===== src/rtl/muldiv_hilo.sv =====
// Iterative multiply/divide unit with HI/LO registers (radix-2 shift-add / restoring divide).
// Define MD_FAST_MUL_EN to replace the iterative multiply with a single-cycle multiplier.
module muldiv_hilo #(
  parameter int WIDTH = 32,
  parameter int ITER  = 32
) (
  input  logic             MD_clk,
  input  logic             MD_rst_n,
  input  logic             MD_ena,
  input  logic             MD_start,
  input  logic [1:0]       MD_op,
  input  logic [WIDTH-1:0] MD_a,
  input  logic [WIDTH-1:0] MD_b,
  input  logic             MD_hi_we,
  input  logic             MD_lo_we,
  input  logic [WIDTH-1:0] MD_wdata,
  output logic             MD_busy,
  output logic             MD_done,
  output logic             MD_div0,
  output logic [WIDTH-1:0] MD_hi,
  output logic [WIDTH-1:0] MD_lo
);

  localparam logic [1:0] S_IDLE = 2'd0;
  localparam logic [1:0] S_CALC = 2'd1;
  localparam logic [1:0] S_FIX  = 2'd2;
  localparam logic [1:0] S_DONE = 2'd3;
  localparam int CW = (ITER > 1) ? $clog2(ITER) : 1;

  logic [1:0]       state_reg;
  logic [CW-1:0]    cnt_reg;
  logic             op_div_reg, op_signed_reg, sign_a_reg, sign_b_reg, div0_flag_reg;
  logic [WIDTH-1:0] opnd_reg, hi_acc_reg, lo_acc_reg;
  logic [WIDTH-1:0] hi_reg, lo_reg;
  logic             done_reg, div0_reg;

  logic             op_signed, op_div, a_neg, b_neg;
  logic [WIDTH-1:0] a_mag, b_mag;
  logic [WIDTH:0]   mul_sum, div_shift, div_diff;
  logic [2*WIDTH-1:0] prod_neg;

  assign op_signed = ~MD_op[0];
  assign op_div    = MD_op[1];
  assign a_neg     = op_signed & MD_a[WIDTH-1];
  assign b_neg     = op_signed & MD_b[WIDTH-1];
  assign a_mag     = a_neg ? -MD_a : MD_a;
  assign b_mag     = b_neg ? -MD_b : MD_b;

  // Multiply: {hi_acc, lo_acc} is the product with the multiplier shifting out of the low end.
  assign mul_sum   = {1'b0, hi_acc_reg} + (lo_acc_reg[0] ? {1'b0, opnd_reg} : '0);
  // Divide: hi_acc is the partial remainder, lo_acc shifts dividend out and quotient in.
  assign div_shift = {hi_acc_reg, lo_acc_reg[WIDTH-1]};
  assign div_diff  = div_shift - {1'b0, opnd_reg};
  assign prod_neg  = -{hi_acc_reg, lo_acc_reg};

`ifdef MD_FAST_MUL_EN
  logic [2*WIDTH-1:0] fast_a, fast_b, fast_prod;
  assign fast_a    = op_signed ? {{WIDTH{MD_a[WIDTH-1]}}, MD_a} : {{WIDTH{1'b0}}, MD_a};
  assign fast_b    = op_signed ? {{WIDTH{MD_b[WIDTH-1]}}, MD_b} : {{WIDTH{1'b0}}, MD_b};
  assign fast_prod = fast_a * fast_b;
`endif

  always_ff @(posedge MD_clk or negedge MD_rst_n) begin
    if (!MD_rst_n) begin
      state_reg     <= S_IDLE;
      cnt_reg       <= '0;
      op_div_reg    <= 1'b0;
      op_signed_reg <= 1'b0;
      sign_a_reg    <= 1'b0;
      sign_b_reg    <= 1'b0;
      div0_flag_reg <= 1'b0;
      opnd_reg      <= '0;
      hi_acc_reg    <= '0;
      lo_acc_reg    <= '0;
      hi_reg        <= '0;
      lo_reg        <= '0;
      done_reg      <= 1'b0;
      div0_reg      <= 1'b0;
    end else begin
      // Pulses last exactly one clock even while the unit is disabled.
      done_reg <= 1'b0;
      div0_reg <= 1'b0;
      if (MD_ena) begin
        case (state_reg)
          S_IDLE: begin
            if (MD_start) begin
              op_div_reg    <= op_div;
              op_signed_reg <= op_signed;
              sign_a_reg    <= a_neg;
              sign_b_reg    <= b_neg;
              cnt_reg       <= '0;
              div0_flag_reg <= 1'b0;
              if (op_div && (MD_b == '0)) begin
                hi_acc_reg    <= MD_a;
                lo_acc_reg    <= '1;
                div0_flag_reg <= 1'b1;
                state_reg     <= S_DONE;
              end else if (op_div) begin
                hi_acc_reg <= '0;
                lo_acc_reg <= a_mag;
                opnd_reg   <= b_mag;
                state_reg  <= S_CALC;
              end else begin
`ifdef MD_FAST_MUL_EN
                {hi_acc_reg, lo_acc_reg} <= fast_prod;
                state_reg                <= S_DONE;
`else
                hi_acc_reg <= '0;
                lo_acc_reg <= b_mag;
                opnd_reg   <= a_mag;
                state_reg  <= S_CALC;
`endif
              end
            end else begin
              if (MD_hi_we) hi_reg <= MD_wdata;
              if (MD_lo_we) lo_reg <= MD_wdata;
            end
          end
          S_CALC: begin
            if (op_div_reg) begin
              hi_acc_reg <= div_diff[WIDTH] ? div_shift[WIDTH-1:0] : div_diff[WIDTH-1:0];
              lo_acc_reg <= {lo_acc_reg[WIDTH-2:0], ~div_diff[WIDTH]};
            end else begin
              {hi_acc_reg, lo_acc_reg} <= {mul_sum, lo_acc_reg[WIDTH-1:1]};
            end
            if (cnt_reg == CW'(ITER - 1)) begin
              cnt_reg   <= '0;
              state_reg <= S_FIX;
            end else begin
              cnt_reg <= cnt_reg + CW'(1);
            end
          end
          S_FIX: begin
            if (op_signed_reg) begin
              if (op_div_reg) begin
                if (sign_a_reg ^ sign_b_reg) lo_acc_reg <= -lo_acc_reg;
                if (sign_a_reg)              hi_acc_reg <= -hi_acc_reg;
              end else if (sign_a_reg ^ sign_b_reg) begin
                {hi_acc_reg, lo_acc_reg} <= prod_neg;
              end
            end
            state_reg <= S_DONE;
          end
          S_DONE: begin
            hi_reg    <= hi_acc_reg;
            lo_reg    <= lo_acc_reg;
            done_reg  <= 1'b1;
            div0_reg  <= div0_flag_reg;
            state_reg <= S_IDLE;
          end
          default: state_reg <= S_IDLE;
        endcase
      end
    end
  end

  assign MD_busy = (state_reg != S_IDLE);
  assign MD_done = done_reg;
  assign MD_div0 = div0_reg;
  assign MD_hi   = hi_reg;
  assign MD_lo   = lo_reg;

endmodule


===== config.mk =====
export PLATFORM = sky130hd
export DESIGN_NAME = muldiv_hilo
export DESIGN_NICKNAME = d
export VERILOG_FILES = /design/src/rtl/muldiv_hilo.sv
export SDC_FILE = /design/constraint.sdc
export NUM_CORES = 1
export LEC_CHECK = 0
export ABC_AREA = 1
export CAP_MARGIN = 20
export CORE_MARGIN = 2
export CORE_UTILIZATION = 25
export CTS_CLUSTER_DIAMETER = 200
export DETAILED_ROUTE_END_ITERATION = 6
export MAX_ROUTING_LAYER = met4
export PLACE_DENSITY = 0.51
export SLEW_MARGIN = 10
export SYNTH_ARGS = -nofsm -noshare
export SYNTH_HDL_FRONTEND = slang
export SYNTH_SLANG_ARGS = --single-unit

===== constraint.sdc =====
create_clock -name MD_clk -period 3.14 [get_ports MD_clk]
set_input_delay 0.471 -clock MD_clk [delete_from_list [all_inputs] [get_ports MD_clk]]
set_output_delay 0.471 -clock MD_clk [all_outputs]
set_load 0.03 [all_outputs]

==> metrics <==
synth cell count leaders=1219 x nand2_1, 520 x inv_1, 414 x nor2_1; PD cells=roughly 1100 mW/mm^2; first-pass GRT wire length=roughly 150000 um; Mapped Cells=approximately 3.5k; vias in the first global route=between 20k and 25k; layout cells sized above 1=under 10%; CP Max Fanout=6; Rel. slew slack=47.9%; Mapped Area=slightly below 0.02 sq mm; nets=~3.9k; GRT Util Overall=a little over a quarter; Antenna Cells=0; GPL Wtd Cong=1.02; fin crit share=around 94%; Top FF cell, synth=dfrtp_1; WHS=approximately 0.38 ns; cells on worst reg2reg path=16; clock sink count=~170; Die ar.=just over 0.08 sq mm; Die Width=roughly 280 um; count leader, synth=nand2_1; VDD IR max=between 0.0006 and 0.0007 V; Data required, critical path=3.53 ns; #FFs+latches synth=around 170; Fin. Hold Viols=0; crit path launch type=register; worst hold endpoint=op_div_reg; Comb power frac=73.6%; Avg Cell Area, Syn=between 5 and 6 sq um; DRT iter0 DRCs=approximately 2.8k; status=finished, final reports clean; largest net degree at the start of global routing=70; Setup CP Type=register to register; FMAX=~340 MHz; CTS root buf=clkbuf_16; DP HPWL=between 80000 and 90000 um; Worst EP arrival=3.33 ns; Metal-1 WL=just under 50000 um; sequential-to-total area share from yosys stat=between 20% and 30%; worst-margin pin slew=0.782 ns; worst clock skew=around 0.016 ns; Reg2Reg Capture Point=hi_acc_reg[2]; Post-synth EDFFs=0; max-cap violations=0; post-synth top area share=a little under a quarter; non-filler cells, final=between 4k and 5k; DR DRC count=0; Port-buffer cells=170; clock buffer depth=2; Final ANT Viol Nets=0; clock network power share=9.4%; area growth from synthesis to layout=21.7%; Clock Latency Late Sink=roughly 0.50 ns; Tmin final=between 2 and 3 ns; DR WL met2=roughly 46000 um; worst min path class=input port to register; RSZ-0062 raised after global routing=no; I/O pin cnt=around 170; Die Height=between 200 and 300 um; Sw Share=roughly three fifths; Hold Crit Depth=3; dpl cells=between 4k and 5k; core region area=slightly below 0.08 sq mm; Site Rows=102; P_leak=~12 nW; Ys Warns=0; initial antenna violation count=0; vias=~24k; met3 routed WL=around 8000 um; Pre-antenna DRT Iters=6; Seq pwr share=roughly 17%; NetSw=roughly 0.016 W; total gr overflow=0; ranking of synthesized cells by area=nand2_1 23%, dfrtp_1 22%, inv_1 9.9%; flop2flop setup slack=between 0.2 and 0.25 ns; final wirelength=approximately 100000 um; Initial Utilization=about a quarter; Critical R2R Launch=lo_acc_reg[0]; area leader, netlist=nand2_1; Final Setup Violations=0; synth unique cells=48; Min-Delay Startpoint=MD_op[1]; Worst-path clk slew=around 0.08 ns; Pins Over Slew Limit=0; TritonCTS clock tree=built; H-tree lvl count=4; DR top layer=met4; nature of the critical path endpoint=register; vias per cell=4.96; Mapped Nets=approximately 3.7k; Pint=0.0108 W; wire length per cell=approximately 22 um; number of buffers created by CTS=17; ys async rst share=100%
-- cell type report --
cell class / instances / area, sq um
Sequential cell: 174 / 4360
Clock inverter: 12 / 196
Multi-Input combinational cell: 2684 / 12800
Fill cell: 8897 / 53800
Clock buffer: 20 / 457
Timing Repair Buffer: 305 / 2830
Inverter: 533 / 2000
Tap cell: 1040 / 1300
-- power groups by stage --
stage	logic (W)	clock network, W	registers (W)
finish	0.0199	0.00254	0.00459
global route	0.0215	0.00265	0.00466
CTS	0.0196	0.00257	0.00452
detailed placement	0.0195	0	0.00456
global placement	0.0197	0	0.00456
floorplan	0.0109	0	0.00483
-- timing repair --
item,4_1_cts,5_1_grt
hold buffers,0,1
setup buffers,0,0
setup endpoints to repair,0,5
resized for setup,0,1
endpoints found under the hold margin,0,5
-- through the flow --
stage	power, W	cell area [sq um]	util [%]	setup TNS [ns]	worst slack (ns)
after floorplan	0.0158	19700	-	0	0.658
after global placement	0.0242	23300	30.0	-0.234	-0.163
after detailed placement	0.0241	23300	30.0	-0.0986	-0.0922
after CTS	0.0267	24000	30.8	0	0.232
after global routing	0.0288	24000	30.8	0	0.0156
final	0.0271	24000	30.8	0	0.201
-- critical path, cell delays in order, from the launching register on --
cell and delay (ns):
dfrtp_1 0.48, buf_4 0.23, clkinv_2 0.07, ha_1 0.23
nand2_1 0.11, nor2_2 0.10, inv_1 0.11, nor2_4 0.24
nand2_1 0.12, nor2_1 0.34, nand4_1 0.21, nand2_1 0.11
nand2_1 0.05, a31oi_1 0.21, nand2_1 0.10, nand2_1 0.07
nand2_1 0.05
-- layout by cell type (no fill, tap or decap), types with 71 or more instances in the layout --
| cell type | synthesis | routed |
|---|---|---|
| clkdlybuf4s50_1 | 0 | 168 |
| xor2_1 | 86 | 86 |
| ha_1 | 74 | 71 |
| buf_4 | 1 | 124 |
| nand2_1 | 1219 | 1219 |
| a21oi_1 | 148 | 148 |
| a31oi_1 | 71 | 71 |
| nand3_1 | 273 | 273 |
| o21ai_0 | 155 | 155 |
| inv_1 | 520 | 519 |
| dfrtp_1 | 174 | 173 |
| nor2_1 | 414 | 414 |
-- worst max-delay path by stage --
stage,cells past startpoint,end,from,slack (ns)
floorplan,22,hi_acc_reg[27],hi_acc_reg[0],0.66
global placement,14,lo_acc_reg[18],MD_a[0],-0.16
detailed placement,14,lo_acc_reg[18],MD_a[0],-0.09
CTS,20,hi_acc_reg[21],lo_acc_reg[0],0.23
global route,17,hi_acc_reg[27],lo_acc_reg[0],0.02
finish,16,hi_acc_reg[2],lo_acc_reg[0],0.20
-- kinds of logic after synthesis --
group                    count (synthesis)  share of synthesized area [%]
XOR/XNOR                               100                           4.45
adder cells (fa/ha/maj)                 76                           4.90
multiplexers                             1                         0.0508
flip-flops                             174                           22.1
buffers and inverters                  656                           13.0
AO/OA/AOI/OAI                          449                           12.5
AND/OR/NAND/NOR                       2058                           43.0
-- metal layers --
metal  GRT usage, %  vias to the layer above
li1               -                    11472
met1           37.2                    11072
met2           39.2                     1014
met3           3.16                      107
met4           6.92                        0
met5              -                        -
Power figures use the tool's default switching activity.
